## src/rtl/clk_period_meter_pkg.sv

```systemverilog
// Shared types and defaults for the clock period meter and related monitors.
package clk_period_meter_pkg;

   typedef enum logic [1:0] {
      ST_IDLE = 2'd0,
      ST_MEAS = 2'd1,
      ST_TOUT = 2'd2
   } meter_state_t;

   localparam int unsigned CNT_W_DEF    = 16;
   localparam int unsigned LOCK_CNT_DEF = 4;

endpackage

```

## src/rtl/sync_edge_det.sv

```systemverilog
// 2-FF synchronizer plus registered rise/fall pulses and the matching level.
// Edges are suppressed until the pipeline holds real samples after reset.
module sync_edge_det (
   input  logic i_clk,
   input  logic i_rst,
   input  logic i_sig,
   output logic o_level,
   output logic o_rise,
   output logic o_fall
);

   logic       r_sync1;
   logic       r_sync2;
   logic       r_prev;
   logic       r_rise;
   logic       r_fall;
   logic [2:0] r_fill;

   // A level already high at reset release must not look like a rising edge
   always_ff @(posedge i_clk) begin
      if (i_rst) begin
         r_sync1 <= 1'b0;
         r_sync2 <= 1'b0;
         r_prev  <= 1'b0;
         r_rise  <= 1'b0;
         r_fall  <= 1'b0;
         r_fill  <= 3'b000;
      end else begin
         r_sync1 <= i_sig;
         r_sync2 <= r_sync1;
         r_prev  <= r_sync2;
         r_fill  <= {r_fill[1:0], 1'b1};
         r_rise  <= r_sync2 & ~r_prev & r_fill[2];
         r_fall  <= ~r_sync2 & r_prev & r_fill[2];
      end
   end

   assign o_level = r_prev;
   assign o_rise  = r_rise;
   assign o_fall  = r_fall;

endmodule

```

## src/rtl/clk_period_meter.sv

```systemverilog
// Measures period and high time of a sampled signal in Clk_in cycles,
// flags lock on repeated equal periods and timeout on a stalled input.
module clk_period_meter
   import clk_period_meter_pkg::*;
#(
   parameter int unsigned CNT_W    = CNT_W_DEF,
   parameter int unsigned LOCK_CNT = LOCK_CNT_DEF
) (
   input  logic             Clk_in,
   input  logic             Reset,
   input  logic             Sig_in,
   output logic [CNT_W-1:0] Period,
   output logic [CNT_W-1:0] High_time,
   output logic             Valid,
   output logic             L,
   output logic             Timeout
);

   localparam int unsigned      MC_W       = $clog2(LOCK_CNT + 1);
   localparam logic [CNT_W-1:0] CNT_ONE    = CNT_W'(1);
   localparam logic [CNT_W-1:0] CNT_MAX    = '1;
   localparam logic [CNT_W-1:0] CNT_MAX_M1 = CNT_MAX - CNT_ONE;
   localparam logic [MC_W-1:0]  MC_LOCK    = MC_W'(LOCK_CNT);
   localparam logic [MC_W-1:0]  MC_LOCK_M1 = MC_W'(LOCK_CNT - 1);

   logic w_level;
   logic w_rise;
   logic w_fall;

   meter_state_t     r_state,     w_state_nxt;
   logic [CNT_W-1:0] r_cnt,       w_cnt_nxt;
   logic [CNT_W-1:0] r_hcnt,      w_hcnt_nxt;
   logic [CNT_W-1:0] r_period,    w_period_nxt;
   logic [CNT_W-1:0] r_high,      w_high_nxt;
   logic [CNT_W-1:0] r_prev_per,  w_prev_per_nxt;
   logic             r_have_prev, w_have_prev_nxt;
   logic [MC_W-1:0]  r_mcnt,      w_mcnt_nxt;
   logic             r_valid,     w_valid_nxt;
   logic             r_lock,      w_lock_nxt;
   logic             r_timeout,   w_timeout_nxt;

   sync_edge_det u_sync_edge_det (
      .i_clk   (Clk_in),
      .i_rst   (Reset),
      .i_sig   (Sig_in),
      .o_level (w_level),
      .o_rise  (w_rise),
      .o_fall  (w_fall)
   );

   always_ff @(posedge Clk_in) begin
      if (Reset) begin
         r_state     <= ST_IDLE;
         r_cnt       <= '0;
         r_hcnt      <= '0;
         r_period    <= '0;
         r_high      <= '0;
         r_prev_per  <= '0;
         r_have_prev <= 1'b0;
         r_mcnt      <= '0;
         r_valid     <= 1'b0;
         r_lock      <= 1'b0;
         r_timeout   <= 1'b0;
      end else begin
         r_state     <= w_state_nxt;
         r_cnt       <= w_cnt_nxt;
         r_hcnt      <= w_hcnt_nxt;
         r_period    <= w_period_nxt;
         r_high      <= w_high_nxt;
         r_prev_per  <= w_prev_per_nxt;
         r_have_prev <= w_have_prev_nxt;
         r_mcnt      <= w_mcnt_nxt;
         r_valid     <= w_valid_nxt;
         r_lock      <= w_lock_nxt;
         r_timeout   <= w_timeout_nxt;
      end
   end

   // Next-state, counters and lock tracking
   always_comb begin
      w_state_nxt     = r_state;
      w_cnt_nxt       = r_cnt;
      w_hcnt_nxt      = r_hcnt;
      w_period_nxt    = r_period;
      w_high_nxt      = r_high;
      w_prev_per_nxt  = r_prev_per;
      w_have_prev_nxt = r_have_prev;
      w_mcnt_nxt      = r_mcnt;
      w_valid_nxt     = 1'b0;
      w_lock_nxt      = r_lock;
      w_timeout_nxt   = r_timeout;

      case (r_state)
         ST_IDLE: begin
            if (w_rise) begin
               w_cnt_nxt   = CNT_ONE;
               w_hcnt_nxt  = CNT_ONE;
               w_state_nxt = ST_MEAS;
            end
         end

         ST_MEAS: begin
            if (w_rise) begin
               w_period_nxt    = r_cnt;
               w_valid_nxt     = 1'b1;
               w_cnt_nxt       = CNT_ONE;
               w_hcnt_nxt      = CNT_ONE;
               w_prev_per_nxt  = r_cnt;
               w_have_prev_nxt = 1'b1;
               // First period after IDLE/TOUT only primes the comparison
               if (r_have_prev) begin
                  if (r_cnt == r_prev_per) begin
                     if (r_mcnt != MC_LOCK) begin
                        w_mcnt_nxt = r_mcnt + MC_W'(1);
                     end
                     w_lock_nxt = (r_mcnt >= MC_LOCK_M1);
                  end else begin
                     w_mcnt_nxt = '0;
                     w_lock_nxt = 1'b0;
                  end
               end
            end else begin
               if (w_fall) begin
                  w_high_nxt = r_hcnt;
               end
               if (w_level && (r_hcnt != CNT_MAX)) begin
                  w_hcnt_nxt = r_hcnt + CNT_ONE;
               end
               if (r_cnt != CNT_MAX) begin
                  w_cnt_nxt = r_cnt + CNT_ONE;
               end
               if (r_cnt == CNT_MAX_M1) begin
                  w_state_nxt     = ST_TOUT;
                  w_timeout_nxt   = 1'b1;
                  w_lock_nxt      = 1'b0;
                  w_mcnt_nxt      = '0;
                  w_have_prev_nxt = 1'b0;
               end
            end
         end

         ST_TOUT: begin
            if (w_rise) begin
               w_timeout_nxt = 1'b0;
               w_cnt_nxt     = CNT_ONE;
               w_hcnt_nxt    = CNT_ONE;
               w_state_nxt   = ST_MEAS;
            end
         end

         default: begin
            w_state_nxt = ST_IDLE;
         end
      endcase
   end

   assign Period    = r_period;
   assign High_time = r_high;
   assign Valid     = r_valid;
   assign L         = r_lock;
   assign Timeout   = r_timeout;

endmodule
```

## config.mk

```make
export PLATFORM = sky130hd
export DESIGN_NAME = clk_period_meter
export DESIGN_NICKNAME = d
export VERILOG_FILES = /design/src/rtl/clk_period_meter_pkg.sv /design/src/rtl/sync_edge_det.sv /design/src/rtl/clk_period_meter.sv
export SDC_FILE = /design/constraint.sdc
export NUM_CORES = 1
export LEC_CHECK = 0
export ABC_AREA = 0
export CORE_ASPECT_RATIO = 1.75
export CORE_MARGIN = 10
export CORE_UTILIZATION = 45
export CTS_CLUSTER_SIZE = 12
export DETAILED_ROUTE_END_ITERATION = 10
export HOLD_SLACK_MARGIN = 0.05
export MAX_ROUTING_LAYER = met4
export PLACE_DENSITY = 0.76
export SETUP_SLACK_MARGIN = 0.1
export SLEW_MARGIN = 20
export SYNTH_ARGS = -nofsm -noshare
export SYNTH_HDL_FRONTEND = slang
export SYNTH_SLANG_ARGS = --single-unit
```

## constraint.sdc

```tcl
create_clock -name Clk_in -period 2.39 [get_ports Clk_in]
set_clock_uncertainty 0.05 [all_clocks]
set_input_delay 0.3585 -clock Clk_in [delete_from_list [all_inputs] [get_ports Clk_in]]
set_output_delay 0.3585 -clock Clk_in [all_outputs]
set_load 0.005 [all_outputs]
```

Word level (Yosys, flattened, before mapping)

Index checks and enable logic that the tools add are counted.

Register bits: 81
Input port bits: 3
Output and inout port bits: 35
Logic and storage cells: 87

Add/sub/neg operators: 3
$lt $le $gt $ge: 1
Eq/ne operators: 15
Muxes and demuxes: 27
Bitwise logic cells: 8
Reduce and logical (&&, ||, !) cells: 16

Operators by type and width:

| kind                                                  | count |
|---|---|
| two-way mux 16 bit                                    | 5 |
| one-hot mux 16 bit (2 select lines)                   | 2 |
| adder 16 x 1 -> 16 bit, second input constant         | 2 |
| inequality test 16 bit, second input constant         | 2 |
| equality test 16 bit                                  | 1 |
| equality test 16 bit, second input constant           | 1 |
| two-way mux 3 bit                                     | 5 |
| AND reduction 3 bit                                   | 5 |
| two-way mux 1 bit                                     | 10 |
| AND reduction 4 bit                                   | 2 |
| two-way mux 2 bit                                     | 3 |
| inequality test 2 bit, second input constant          | 3 |
| inequality test 3 x 2 -> 1 bit, second input constant | 2 |
| inequality test 3 bit, second input constant          | 2 |
| nonzero test 2 bit                                    | 3 |
| AND 1 bit                                             | 4 |
| inequality test 2 x 1 -> 1 bit, second input constant | 2 |
| inverter 1 bit                                        | 4 |
| one-hot mux 2 bit (2 select lines)                    | 1 |
| AND reduction 2 bit                                   | 2 |
| OR reduction 2 bit                                    | 2 |
| adder 3 x 1 -> 3 bit, second input constant           | 1 |
| >= comparator 3 x 2 -> 1 bit, second input constant   | 1 |
| equality test 2 x 1 -> 1 bit, second input constant   | 1 |
| other kinds (4)                                       | 4 |

Depth between registers and ports, before layout

Depth in word-level cells: 5
Depth in mapped cells: 8
Depth with buffers taken out: 7

Cells and area by module

A second synthesis with hierarchy kept.

Cell total of the unflattened synthesis: 465
Area, all modules: 3807.4 um2

Modules (own cells, without submodules):

| module           | instances | cells each | area each (um2) | seq. area each (um2) |
|---|---|---|---|---|
| clk_period_meter | 1         | 449        | 3574.7          | 1461.4 |
| sync_edge_det    | 1         | 16         | 232.7           | 160.2 |

Least setup slack after synthesis

Ideal clock, no wire load.

Path type: register to register
Start: register r_cnt[1]
End: register r_cnt[7]
Library setup time: 0.130 ns
Arrival: 1.853 ns
Data required time: 2.210 ns
Path slack: 0.356 ns
Stages on the path, launching flop included: 8
Path buffers: 1
Period minus slack after synthesis: 2.034 ns
Path through: dfxtp_1 -> ha_1 -> and4_1 -> or4b_1 -> buf_6 -> o21ai_4 -> or4_1 -> o22ai_1

Cells in the longest elaborated chain, start to end: 4
Elaborated cells between the ends (all ways): 7
Those cells by class: 1 x add/sub; 2 x eq/ne; 3 x mux; 1 x reduce/logical

Ends and longest elaborated chain:

| element                             | RTL line                | source |
|---|---|---|
| start: declaration                  | clk_period_meter.sv:31  | `logic [CNT_W-1:0] r_cnt, w_cnt_nxt;` |
| start signal: assignment            | clk_period_meter.sv:66  | `r_cnt <= w_cnt_nxt;` |
| adder 16 x 1 -> 16 bit              | clk_period_meter.sv:130 | `w_cnt_nxt = r_cnt + CNT_ONE;` |
| two-way mux 16 bit                  | clk_period_meter.sv:129 | `if (r_cnt != CNT_MAX) begin` |
| two-way mux 16 bit                  | clk_period_meter.sv:103 | `if (w_rise) begin` |
| one-hot mux 16 bit (2 select lines) | clk_period_meter.sv:93  | `case (r_state)` |

Parallel ways exist; a longest one is shown, timed or not. The select of a mux whose other input is x is not followed.
A chain may end at the register's enable or synchronous reset.

Final worst setup path

Start: register r_cnt[0]
End: register r_cnt[7]

The elaborated chain is that of the path after synthesis.

==> results.json <==
{
  "netlist_area_before_placement_um2": 3860,
  "syn_inst": 473,
  "ctsHoldBuffers": 0,
  "yosysSeqAreaShare_pct": 42.0,
  "grt_setup_unrepaired": "false",
  "insertion_delay_of_the_later_clocked_pin_in_the_worst_skew_pair_ns": 0.35,
  "cts_root_buf": "sky130_fd_sc_hd__clkbuf_16",
  "finalSetupViolations": 0,
  "fin_crit_sh_pct": 87.9,
  "final.min_clock_period_ns": 2.10,
  "synth_edf_count": 0,
  "first_element_of_the_critical_path": "r_cnt[0]",
  "first_global_vias": 3611,
  "cp_cell_sequence": "ha_1 > and4_1 > or4b_4 > o21ai_4 > or4_1 > o22ai_1",
  "vias": 3627,
  "final_core_utilization_pct": 57.2,
  "pin_count": 38,
  "grt_first_pass_wirelength_mm": 17.1,
  "die_extent_in_y_um": 143,
  "worst_hold_path_type": "in2reg",
  "critical-path-max-stage-delay_ns": 0.56,
  "p_leak_nw": 1.62,
  "ir_drop_v": 0.000578,
  "endpoint_kind": "register",
  "grt_max_degree": 32,
  "worst-r2r-setup-slack_ns": 0.29,
  "cts.clk_slew.worst_paths_ns": 0.06,
  "cellPowerDensity_nw_per_um2": 612,
  "setup.worst_path.end": "r_cnt[7]",
  "cp_data_required_time_ns": 2.57,
  "reg2reg_from": "r_cnt[0]",
  "max_freq_ghz": 0.476,
  "layout.cells.most_common": "sky130_fd_sc_hd__nand2_1",
  "initialDrtViolationCount": 220,
  "placement.io_buffers": 37,
  "worst-path-max-fanout": 9,
  "cp_data_arrival_time_ns": 2.28,
  "commonest_cells_after_routing_fill_and_taps_aside": "sky130_fd_sc_hd__nand2_1, sky130_fd_sc_hd__dfxtp_1, sky130_fd_sc_hd__a21oi_1, sky130_fd_sc_hd__clkdlybuf4s50_1, sky130_fd_sc_hd__buf_4",
  "cts.sinks": 81,
  "synth_cell_type_count": 58,
  "antenna_found_initial": 0,
  "reg2regPathDepth": 6,
  "starting_utilization_of_the_core_area_pct": 46.5,
  "routabilityCongestion": 0.924,
  "num_rows": 44,
  "drt.antenna.violating_nets": 0,
  "cap_violations": 0,
  "critPathLaunchType": "register",
  "antenna-diode-count": 0,
  "cts_buffer_depth": 2,
  "setup_tns_ns": 0,
  "synth.net_count": 482,
  "ff_latch_count_synth": 81,
  "run_status": "finished, final reports clean",
  "slew_viol_final": 0,
  "worst_path_max_delay_cell": "sky130_fd_sc_hd__or4b_4",
  "globalRouteTotalUtil_pct": 16.6,
  "synth_flop_cell": "sky130_fd_sc_hd__dfxtp_1",
  "fp.dieArea_um2": 12800,
  "final_layout_size_suffix_gt1_share_pct": 10.3,
  "r2r-end": "r_cnt[7]",
  "avgSynthCellArea_um2": 8.17,
  "criticalPathCategory": "reg2reg",
  "wl_mm": 10.3,
  "avgViaCountPerCell": 5.69,
  "max_slew_margin_pct": 59.9,
  "htree_levels": 3,
  "area_delta_synth_final_pct": 23.1,
  "tritoncts": "yes",
  "drt-pass1-iter-count": 5,
  "drcViolationCount": 0,
  "total_of_warnings_raised_by_yosys": 0,
  "x_dimension_of_the_die_um": 90.0,
  "wl_per_cell_um": 16.1,
  "worst-slew-pin-transition_ns": 0.600,
  "core_area_um2": 8310,
  "dp_hpwl_mm": 7.54,
  "cts_inserted_buffers": 9,
  "final-hold-violation-count": 0,
  "finish.net_count": 526,
  "synth-async-reset-ratio_pct": 0,
  "grt-ovfl-total": 0
}
report_power, final:
group | internal [W] | switching, W | total, W
sequential | 0.00136 | 0.00000456 | 0.00136
clock | 0.000941 | 0.000549 | 0.00149
combinational | 0.0000202 | 0.0000396 | 0.0000598
total | 0.00232 | 0.000593 | 0.00291
timing repair:
action                     in CTS  in global routing
setup buffers                   0                  0
setup endpoints to repair       0                  3
gates resized for setup         0                  1
Yosys cell counts (2+ instances only):
library cell / instances / area, um2
sky130_fd_sc_hd__nand2_1: 97 / 364
sky130_fd_sc_hd__dfxtp_1: 81 / 1620
sky130_fd_sc_hd__a21oi_1: 47 / 235
sky130_fd_sc_hd__nand3_1: 22 / 110
sky130_fd_sc_hd__nor2_1: 22 / 82.6
sky130_fd_sc_hd__xnor2_1: 18 / 158
sky130_fd_sc_hd__clkbuf_1: 14 / 52.6
sky130_fd_sc_hd__and3_1: 12 / 75.1
sky130_fd_sc_hd__nor3_1: 12 / 60.1
sky130_fd_sc_hd__nand4_1: 10 / 62.6
sky130_fd_sc_hd__buf_2: 9 / 45.0
sky130_fd_sc_hd__nor2b_1: 9 / 56.3
sky130_fd_sc_hd__inv_1: 8 / 30.0
sky130_fd_sc_hd__a311oi_1: 6 / 52.6
sky130_fd_sc_hd__ha_1: 6 / 75.1
sky130_fd_sc_hd__nor4_1: 6 / 37.5
sky130_fd_sc_hd__o21ai_0: 6 / 30.0
sky130_fd_sc_hd__a31oi_1: 5 / 31.3
sky130_fd_sc_hd__o21ai_1: 5 / 25.0
sky130_fd_sc_hd__a211oi_1: 4 / 30.0
sky130_fd_sc_hd__a41oi_1: 4 / 35.0
sky130_fd_sc_hd__and2_1: 4 / 25.0
sky130_fd_sc_hd__nand2b_1: 4 / 25.0
sky130_fd_sc_hd__o211ai_1: 4 / 30.0
sky130_fd_sc_hd__o21a_1: 4 / 30.0
sky130_fd_sc_hd__xor2_1: 4 / 35.0
sky130_fd_sc_hd__a32oi_1: 3 / 26.3
sky130_fd_sc_hd__and4_1: 3 / 26.3
sky130_fd_sc_hd__buf_1: 3 / 11.3
sky130_fd_sc_hd__o31ai_1: 3 / 22.5
sky130_fd_sc_hd__or3_1: 3 / 18.8
sky130_fd_sc_hd__or4_1: 3 / 22.5
sky130_fd_sc_hd__a211o_1: 2 / 17.5
sky130_fd_sc_hd__buf_4: 2 / 15.0
sky130_fd_sc_hd__clkbuf_2: 2 / 10.0
sky130_fd_sc_hd__nand4b_1: 2 / 17.5
sky130_fd_sc_hd__nor4b_1: 2 / 17.5
sky130_fd_sc_hd__o21ai_2: 2 / 17.5
registers in the layout, summed over array words and instances (netlist names):
signal / count
High_time: 16
r_cnt: 16
r_hcnt: 16
r_prev_per: 16
r_mcnt: 3
u_sync_edge_det.r_fill: 3
r_state: 2
L: 1
Timeout: 1
Valid: 1
r_have_prev: 1
u_sync_edge_det.o_fall: 1
u_sync_edge_det.o_level: 1
u_sync_edge_det.o_rise: 1
u_sync_edge_det.r_sync1: 1
u_sync_edge_det.r_sync2: 1
worst min-delay path by stage:
| stage | start | endpoint | slack, ns | depth (start not counted) |
|---|---|---|---|---|
| final | Reset | u_sync_edge_det.r_sync1 | 0.33 | 2 |
| after global routing | Reset | u_sync_edge_det.r_fill[1] | 0.35 | 2 |
| after CTS | Reset | r_have_prev | 0.34 | 2 |
| after detailed placement | u_sync_edge_det.r_sync1 | u_sync_edge_det.r_sync2 | 0.38 | 1 |
| after global placement | u_sync_edge_det.r_sync2 | u_sync_edge_det.o_fall | 0.37 | 1 |
| after floorplan | u_sync_edge_det.r_sync2 | u_sync_edge_det.o_fall | 0.34 | 1 |
critical path, delay by kind of cell (launching register included):
| kind | cells | cell delay (ns) |
|---|---|---|
| AO/OA/AOI/OAI | 2 | 0.35 |
| adder cells (fa/ha/maj) | 1 | 0.22 |
| flip-flops | 1 | 0.35 |
| AND/OR/NAND/NOR | 3 | 1.02 |
layout make-up:
type,instances,area [um2]
inverter,8,30.0
clock buffer,11,243
sequential,81,1620
multi-input combinational,353,2070
clock inverter,5,78.8
timing repair buffer,64,568
fill,753,3560
tap,115,144
metal layers:
layer	vias to the layer above	GRT usage (%)	wire, um
li1	1774	-	-
met1	1703	16.3	3920
met2	119	29.5	5450
met3	31	4.23	516
met4	0	8.92	383
met5	-	-	0
cell families after synthesis:
group                    share of synthesized area [%]
buffers and inverters                             4.53
AO/OA/AOI/OAI                                     18.9
AND/OR/NAND/NOR                                   27.7
adder cells (fa/ha/maj)                           1.94
flip-flops                                        42.0
XOR/XNOR                                          4.99
stage by stage:
| step | instance area [um2] | hold WS (ns) | total power, W | worst slack, ns | instances |
|---|---|---|---|---|---|
| 3_5_place_dp | 4430 | 0.375 | 0.00145 | 0.197 | 621 |
| 4_1_cts | 4750 | 0.343 | 0.00293 | 0.186 | 637 |
| 3_3_place_gp | 4430 | 0.374 | 0.00145 | 0.313 | 621 |
| 6_report | 4750 | 0.332 | 0.00291 | 0.290 | 637 |
| 2_1_floorplan | 3860 | 0.341 | 0.00143 | 0.356 | 473 |
| 5_1_grt | 4750 | 0.354 | 0.00300 | 0.102 | 637 |
No activity file was read; power rests on OpenSTA's default activity.
==> patch (same flow settings) <==
The output `Valid` loses its register stage (`r_valid` becomes a continuous assignment).
--- a/src/rtl/clk_period_meter.sv
+++ b/src/rtl/clk_period_meter.sv
@@ -60,3 +60,2 @@
          r_mcnt      <= '0;
-         r_valid     <= 1'b0;
          r_lock      <= 1'b0;
@@ -72,3 +71,2 @@
          r_mcnt      <= w_mcnt_nxt;
-         r_valid     <= w_valid_nxt;
          r_lock      <= w_lock_nxt;
@@ -77,2 +75,4 @@
    end
+
+   assign r_valid = w_valid_nxt;
 
Formal check against the unedited RTL: not equivalent (a bounded check fails within 10 cycles, from zero or initial values and one cycle with Reset high).
==> patch against the original RTL <==
Sequential cell count is 1 lower. Largest cell class unchanged. Power is 4.3% lower. Wire length is 3.6% lower. Area after synthesis is 3.0% lower. Design area is 5.0% lower. Count of clock-buffer cells in the layout stayed put. First-iteration DRC count is 1.4% lower. Worst setup slack worse by 0.068 ns. Non-clock buffer count is 14 lower. Largest power group unchanged. Critical endpoint is now r_cnt[13].
==> patch: results (changes against the original RTL) <==
Place
  • Post-Place Worst Slack: 0.274 ns (+0.0767 ns)
  • Post-detail-place hpwl: 7130 microns (-5.4%)
  • DP Area: 0.00422 sq mm (-4.8%)
  • # port buffers: 37 (unchanged)
  • Routability cong.: 0.945 (+2.3%)

Yosys
  • Syn. warnings: 0 (unchanged)
  • Net Count, Synth: 469 (-2.7%)
  • Post-synthesis sequential area ratio: 42.8% (+0.77 points)
  • Synth cell count leaders: nand2_1 (88), dfxtp_1 (80), a21oi_1 (48)
  • Top FF cell, synth: dfxtp_1
  • Top area cells in the synthesized netlist: dfxtp_1 (43%), nand2_1 (8.8%), a21oi_1 (6.4%), xor2_1 (3.7%), nor2_1 (2.6%)
  • Netlist cell types: 56 (-3.4%)
  • Synth async-reset ratio: 0% (unchanged)

Timing
  • Worst-Margin Slew: 0.589 ns (-0.0103 ns)
  • Pins over their slew limit: 0 (unchanged)
  • Final min period: 2.17 ns (+0.0678 ns)

Clock network
  • H-tree levels: 3 (unchanged)
  • Clock slew at reported path FFs: 0.06 ns (about the same)
  • Cts bufs inserted: 9 (unchanged)
  • Worst skew pair latency: 0.35 ns (about the same)
  • CTS Buffer Depth: 2 (unchanged)
  • Post-CTS Setup Inserts: 0 (unchanged)
  • Cts repair resizes: 0 (unchanged)
  • CTS Root Cell: clkbuf_16

Cells and area
  • Nets: 503 (-4.4%)
  • FILL cells: 740 (-1.7%)
  • Share of layout cells above drive strength 1: 9.02% (-1.3 points)
  • Antenna cell count: 0 (unchanged)

GRT
  • Vias in the first global route: 3291 (-8.9%)
  • Largest net degree at the start of global routing: 36 (+13%)
  • Total GRT Usage: 16.8% (+0.16 points)
  • Initial antenna violation count: 0 (unchanged)
  • Global-route wire length before repair: 16300 microns (-4.8%)

Detailed routing
  • Via Count: 3435 (-5.3%)
  • Drt wl/cell: 16.8 microns (+3.9%)
  • First DRT Iteration DRCs: 217 (-1.4%)
  • Drt first pass iters: 4 (-1)

Outcome
  • Outcome: finished clean

Critical path
  • Worst R2R Setup Slack: 0.22 ns (-0.07 ns)
  • Worst Setup EP: r_cnt[13]
  • CP max FO: 8 (-1)
  • Worst path arrival time: 2.36 ns (+0.08 ns)
  • R2R depth: 6 (unchanged)
  • CP startpoint: r_cnt[0]

Hold path
  • Worst hold path class: flop to flop

Power and ir drop
  • Peak VDD IR: 505 uV (-13%)
  • P_leak: 1.64 nW (+1.3%)
## patch: changes by cell type after synthesis, sizes merged, moves of 6 or more
| cell | delta |
|---|---|
| and3 | -8 |
| nand2 | -9 |
| a311oi | -6 |
| buf | -7 |
| xor2 | +12 |
| nand3 | -11 |
| a21o | +6 |
| xnor2 | -12 |
## patch: cell families after synthesis
logic type | count (synthesis) | share of synthesized area (%)
and+or+nand+nor | 198 | 26.3
AOI/OAI and AO/OA | 115 | 19.1
adders and majority gates | 6 | 2.00
DFF | 80 | 42.8
xor gates and xnor gates | 22 | 5.14
buffers and inverters | 36 | 3.81
muxes | 3 | 0.835
## patch: cell type report
cell class	count	area (sq um)	share of cell area, %
Clock buffer	11	243	5.37
Clock inverter	5	56.3	1.25
Inverter	9	33.8	0.748
Multi-Input combinational cell	344	2010	44.4
Sequential cell	80	1600	35.4
Tap cell	92	115	2.55
Timing Repair Buffer	50	463	10.2
## patch: critical path: stages, from the launching register on
cell and delay, ns:
dfxtp_1 0.47, ha_1 0.23, nand4_1 0.21, or2_2 0.34
o21ai_0 0.39, nor3_1 0.09, mux2_2 0.27
## patch: worst min path at each step
stage	depth (start not counted)	slack, ns	end	start
after floorplan	1	0.35	u_sync_edge_det.o_fall	u_sync_edge_det.r_sync2
after global placement	1	0.37	u_sync_edge_det.r_fill[2]	u_sync_edge_det.r_fill[1]
after detailed placement	1	0.38	u_sync_edge_det.r_sync2	u_sync_edge_det.r_sync1
after CTS	2	0.37	u_sync_edge_det.r_fill[0]	Reset
after global routing	2	0.40	u_sync_edge_det.r_fill[0]	Reset
final	1	0.39	u_sync_edge_det.r_fill[2]	u_sync_edge_det.r_fill[1]
## patch: through the flow
stage / hold WS [ns] / instances
after floorplan: 0.354 / 460
after global placement: 0.367 / 575
after detailed placement: 0.385 / 575
after CTS: 0.374 / 591
after global routing: 0.405 / 591
final: 0.389 / 591
## patch: per-layer routing
metal / up-vias / part of all wire (%) / track usage, %
met5: - / 0 / -
met3: 28 / 5.1 / 3.87
li1: 1687 / - / -
met1: 1613 / 38 / 17.4
met4: 0 / 3.2 / 8.59
met2: 107 / 54 / 28.5
## patch: where the power goes
part	leakage (nW)	total (mW)	internal (mW)	switching, mW
sequential	0.646	1.35	1.34	0.00693
combinational	0.854	0.0599	0.0220	0.0380
clock	0.145	1.38	0.835	0.544
total	1.64	2.79	2.20	0.589
